## config.mk

```make
export PLATFORM = sky130hd
export DESIGN_NAME = mult_ctrl_unit
export DESIGN_NICKNAME = d
export VERILOG_FILES = /design/src/rtl/mult_pkg.sv /design/src/rtl/mult_ctrl_unit_addsub.sv /design/src/rtl/mult_ctrl_unit.sv
export SDC_FILE = /design/constraint.sdc
export NUM_CORES = 1
export LEC_CHECK = 0
export CAP_MARGIN = 20
export CORE_MARGIN = 1
export CORE_UTILIZATION = 47
export DETAILED_ROUTE_END_ITERATION = 16
export PLACE_DENSITY = 0.83
export SLEW_MARGIN = 20
export SYNTH_ARGS = -nofsm -noshare
export SYNTH_HDL_FRONTEND = slang
export SYNTH_SLANG_ARGS = --single-unit
```

## constraint.sdc

```tcl
create_clock -name Clk -period 2.6 [get_ports Clk]
set_clock_uncertainty 0.1 [all_clocks]
set_input_delay 0.39 -clock Clk [delete_from_list [all_inputs] [get_ports Clk]]
set_output_delay 0.39 -clock Clk [all_outputs]
set_load 0.01 [all_outputs]
```

## src/rtl/mult_pkg.sv

```systemverilog
// rtl/mult_pkg.sv - shared types and constants for the shift-add multiplier
//
// Purpose: FSM state encoding, operand width and last-iteration index used by
// mult_ctrl_unit and its add/sub unit.
// Ports: none (package).

package mult_pkg;

  localparam int WIDTH = 8;

  // Index of the final iteration; the partial product is subtracted here
  // because the multiplier's bit 7 carries negative weight.
  localparam logic [2:0] LAST_ITER = 3'd7;

  typedef enum logic [1:0] {
    IDLE  = 2'd0,
    ADD   = 2'd1,
    SHIFT = 2'd2,
    HOLD  = 2'd3
  } mult_state_t;

endpackage

```

## src/rtl/mult_ctrl_unit_addsub.sv

```systemverilog
// rtl/mult_ctrl_unit_addsub.sv - 9-bit sign-extending adder/subtractor
//
// Purpose: S = A + B, or A - B when Subtract is high. Both operands are
// sign-extended to 9 bits, so the result never overflows.
// Ports:
//   A        in  8  left operand (two's complement)
//   B        in  8  right operand (two's complement)
//   Subtract in  1  1 selects A - B, 0 selects A + B
//   S        out 9  sign-extended result

module mult_ctrl_unit_addsub (
  input  logic [7:0] A,
  input  logic [7:0] B,
  input  logic       Subtract,
  output logic [8:0] S
);

  logic [8:0] a_ext;
  logic [8:0] b_ext;
  logic [8:0] b_op;

  always_comb begin
    a_ext = {A[7], A};
    b_ext = {B[7], B};
    // Subtraction as A + ~B + 1.
    b_op  = Subtract ? ~b_ext : b_ext;
    S     = a_ext + b_op + {8'd0, Subtract};
  end

endmodule

```

## src/rtl/mult_ctrl_unit.sv

```systemverilog
// rtl/mult_ctrl_unit.sv - sequential shift-add controller for an 8x8 signed multiplier
//
// Purpose: owns the X/A/B/S registers and steps the add/sub unit through 8
// ADD/SHIFT iterations, leaving the 16-bit signed product in {A,B} with X as
// the sign extension.
// Ports:
//   Clk          in  1  system clock, rising edge
//   Reset        in  1  synchronous active-high reset
//   Run          in  1  start request (level; one multiply per high period)
//   ClearA_LoadB in  1  in IDLE: B <= Switches, A <= 0, X <= 0
//   Switches     in  8  multiplier at load time, multiplicand at start time
//   Aval         out 8  register A (product high byte)
//   Bval         out 8  register B (product low byte)
//   Xval         out 1  sign-extension bit X
//   Busy         out 1  high in ADD and SHIFT
//   Done         out 1  high in HOLD

module mult_ctrl_unit #(
  parameter int WIDTH = 8
) (
  input  logic             Clk,
  input  logic             Reset,
  input  logic             Run,
  input  logic             ClearA_LoadB,
  input  logic [WIDTH-1:0] Switches,
  output logic [WIDTH-1:0] Aval,
  output logic [WIDTH-1:0] Bval,
  output logic             Xval,
  output logic             Busy,
  output logic             Done
);

  import mult_pkg::*;

  // The add/sub unit is fixed at 8 bits in, 9 bits out.
  if (WIDTH != mult_pkg::WIDTH) begin : g_width_check
    $error("mult_ctrl_unit: only WIDTH=8 is supported");
  end

  mult_state_t      state_q, state_d;
  logic [WIDTH-1:0] a_q, a_d;
  logic [WIDTH-1:0] b_q, b_d;
  logic [WIDTH-1:0] s_q, s_d;
  logic             x_q, x_d;
  logic [2:0]       count_q, count_d;

  logic             last_iter;
  logic [WIDTH:0]   sum;

  assign last_iter = (count_q == LAST_ITER);

  mult_ctrl_unit_addsub u_addsub (
    .A        (a_q),
    .B        (s_q),
    .Subtract (last_iter),
    .S        (sum)
  );

  always_ff @(posedge Clk) begin
    if (Reset) begin
      state_q <= IDLE;
      a_q     <= '0;
      b_q     <= '0;
      s_q     <= '0;
      x_q     <= 1'b0;
      count_q <= 3'd0;
    end else begin
      state_q <= state_d;
      a_q     <= a_d;
      b_q     <= b_d;
      s_q     <= s_d;
      x_q     <= x_d;
      count_q <= count_d;
    end
  end

  always_comb begin
    state_d = state_q;
    a_d     = a_q;
    b_d     = b_q;
    s_d     = s_q;
    x_d     = x_q;
    count_d = count_q;

    unique case (state_q)
      IDLE: begin
        // Run beats ClearA_LoadB: B keeps the loaded multiplier.
        if (Run) begin
          s_d     = Switches;
          a_d     = '0;
          x_d     = 1'b0;
          count_d = 3'd0;
          state_d = ADD;
        end else if (ClearA_LoadB) begin
          b_d = Switches;
          a_d = '0;
          x_d = 1'b0;
        end
      end

      ADD: begin
        if (b_q[0]) begin
          {x_d, a_d} = sum;
        end
        state_d = SHIFT;
      end

      SHIFT: begin
        // Arithmetic right shift of {X,A,B}; X replicates itself.
        a_d = {x_q, a_q[WIDTH-1:1]};
        b_d = {a_q[0], b_q[WIDTH-1:1]};
        if (last_iter) begin
          state_d = HOLD;
        end else begin
          count_d = count_q + 3'd1;
          state_d = ADD;
        end
      end

      HOLD: begin
        // Waiting for Run to fall is what makes a held Run a single multiply.
        if (!Run) begin
          state_d = IDLE;
        end
      end

      default: state_d = IDLE;
    endcase
  end

  assign Aval = a_q;
  assign Bval = b_q;
  assign Xval = x_q;
  assign Busy = (state_q == ADD) || (state_q == SHIFT);
  assign Done = (state_q == HOLD);

endmodule

```

==> qor.yml <==
setup_path:
  critPathLaunchType: "register"
  r2r_cells: 9
  cp_data_arrival_time_ns: 2.59
  crit_type: "register to register"
  crit_fanout: 6
  cp_data_required_time_ns: 2.69
  worst_setup_path_end_kind: "register"
  reg2reg_from: "count_q[0]"
  rrSetupSlack_ns: 0.10
  r2r_end: "Aval[5]"
routing:
  vias_per_cell: 5.663
  vias: 1716
  ant_nets: 0
  drt-initial-drc-count: 107
  post_drt_wl_per_cell_um: 14.41
  drt_first_pass_iters: 5
  drc_errors: 0
  drt-total-wl_um: 4366
synth:
  async_flop_share_pct: 0
  synthCells: 216
  syn_nets: 245
  synth_edf_count: 0
  synth_ff_type: "dfxtp_1"
  yosys_warnings: 0
  ys_types: 40
  syn_area_per_cell_um2: 8.365
  synth_seq_cells: 30
  synth_area_um2: 1807
  synth_seq_area_share_pct: 33.24
floorplanning:
  rows: 22
  start_util_pct: 49.35
  die_y_um: 64
  ioPinCount: 31
  core_area_um2: 3661
  design.die.area_um2: 4096
  die_x_um: 64
layout:
  final_nets: 283
  antenna_cells: 0
  area_growth_pct: 29.64
  final_util_pct: 63.98
  final_area_um2: 2342
  layout-drive-gt1-share_pct: 10.98
  final_cell_mix: "30 x dfxtp_1, 30 x clkdlybuf4s50_1, 27 x nand2_1"
run:
  cap_violations: 0
power:
  totalPowerFinal_mw: 1.683
  sw_frac_of_total_pct: 38.11
  power_frac_seq_pct: 35.1
  combPwrFrac_pct: 40.9
  leakage_nw: 0.9429
  p_sw_mw: 0.6412
  p_clk_share_pct: 24.0
  p_int_mw: 1.042
  vdd.ir_drop.worst_mv: 0.5020
  power.density_nw_per_um2: 718.5
min_path:
  whs_path_depth: 2
  min_path_type: "register to register"
  worstHoldStart: "s_q[3]"
  worstHoldEndpoint: "s_q[3]"
cts:
  numCtsBuffers: 5
  cts_num_sinks: 30
  path_clk_slew_ns: 0.07
  cts_tree: "done"
  clkLatencyLatePin_ns: 0.29
  max-clock-path-buffers: 2
  cts_root_buf: "clkbuf_8"
  htreeDepth: 2
global_route:
  grt_start_max_net_pins: 18
  grtUsageTotal_pct: 23.14
  grt-ovfl-total: 0
  grt_pass1_vias: 1625
  grt_pass1_wl_um: 7176
  antenna_found_initial: 0
timing:
  rsz0062_at_grt: "true"
  relSlewSlack_pct: 65.25
  tightest_slew_ns: 0.5196
  fin_crit_ns: 2.496
  hold_viol: 0
  finalCritPeriodShare_pct: 96.01
  worst_slack_ns: 0.1038
  setup_violations: 0
  fmax_ghz: 0.4006
  fin_setup_tns_ns: 0
  slew_violations: 0
outcome:
  status: "complete, no violations"
place:
  dp_hpwl_um: 3291
  place_ws_ns: 0.03038
  io_buffers: 30
  gp_congestion: 0.8736
  placed_cell_area_um2: 2193
-- per-stage QoR --
stage / hold slack (ns) / std cells
floorplan: 0.3481 / 216
global placement: 0.3551 / 294
detailed placement: 0.3612 / 294
CTS: 0.3704 / 303
global route: 0.3922 / 303
finish: 0.3709 / 303
-- cell type report --
type	count	area, µm²
Inverter	8	30.03
Clock inverter	2	12.51
Multi-Input combinational cell	167	1166
Sequential cell	30	600.6
Fill cell	316	1319
Tap cell	48	60.06
Timing Repair Buffer	42	390.4
Clock buffer	6	82.58
-- metal layers --
layer  vias to the layer above  part of all wire, %  track usage (%)
met4                         0                  2.5            12.22
met3                         9                  5.6            5.357
li1                        854                    -                -
met1                       793                   44            26.66
met5                         -                    0                0
met2                        60                   47            39.49
-- sequential cells by signal, summed over array words and instances (netlist names) --
register  count
count_q       3
state_q       2
Bval          8
Xval          1
s_q           8
Aval          8
-- power groups by stage --
stage / clock network, mW / registers (mW) / logic, mW
2_1_floorplan: 0 / 0.597 / 0.429
3_3_place_gp: 0 / 0.593 / 0.665
3_5_place_dp: 0 / 0.596 / 0.683
4_1_cts: 0.411 / 0.587 / 0.685
5_1_grt: 0.424 / 0.598 / 0.757
6_report: 0.404 / 0.590 / 0.688
-- worst max-delay path: stages, from the launching register on --
cell and delay, ns:
dfxtp_1 0.33, ha_1 0.23, ha_4 0.20, xor2_1 0.15
ha_1 0.33, a21oi_1 0.19, o221ai_1 0.15, a21oi_2 0.15
mux2_2 0.34, a221oi_1 0.23
-- Yosys cell counts (all sizes together), types with 2 or more instances --
master / n / share of area [%]
a211oi: 9 / 3.7
ha: 16 / 11
nor3: 2 / 0.55
mux2i: 10 / 5.5
clkbuf: 6 / 1.2
nor2: 14 / 2.9
inv: 8 / 1.7
nand3: 17 / 4.7
xor2: 10 / 4.8
a21oi: 19 / 5.3
a221oi: 2 / 0.97
a22oi: 5 / 2.1
a22o: 2 / 0.97
nand2: 27 / 5.6
nand2b: 2 / 0.69
nor2b: 3 / 1.0
buf: 5 / 1.9
o21ai: 10 / 2.8
or3: 2 / 0.69
dfxtp: 30 / 33
-- how the worst max path moves through the flow --
stage / cells after the start / from / slack [ns] / endpoint
after detailed placement: 9 / count_q[0] / 0.03 / Aval[5]
after global routing: 9 / count_q[0] / -0.06 / Aval[6]
after global placement: 9 / count_q[0] / 0.11 / Aval[5]
final: 9 / count_q[0] / 0.10 / Aval[5]
after floorplan: 10 / count_q[0] / 0.12 / Aval[5]
after CTS: 10 / count_q[0] / 0.06 / Aval[6]
-- logic make-up after synthesis --
family	share of synthesized area [%]
compound gates	20.36
mux	6.164
xor+xnor	5.332
flops	33.24
simple gates	17.94
buf+inv	4.778
fa+ha+maj	12.19
-- repair_timing --
| action | in CTS | in global routing |
|---|---|---|
| endpoints found under the setup margin | 1 | 3 |
| resized for setup | 1 | 7 |
| setup buffers | 1 | 0 |
| pin swaps | 0 | 3 |
| hold buffers | 0 | 0 |
(Power assumes the default switching activity.)
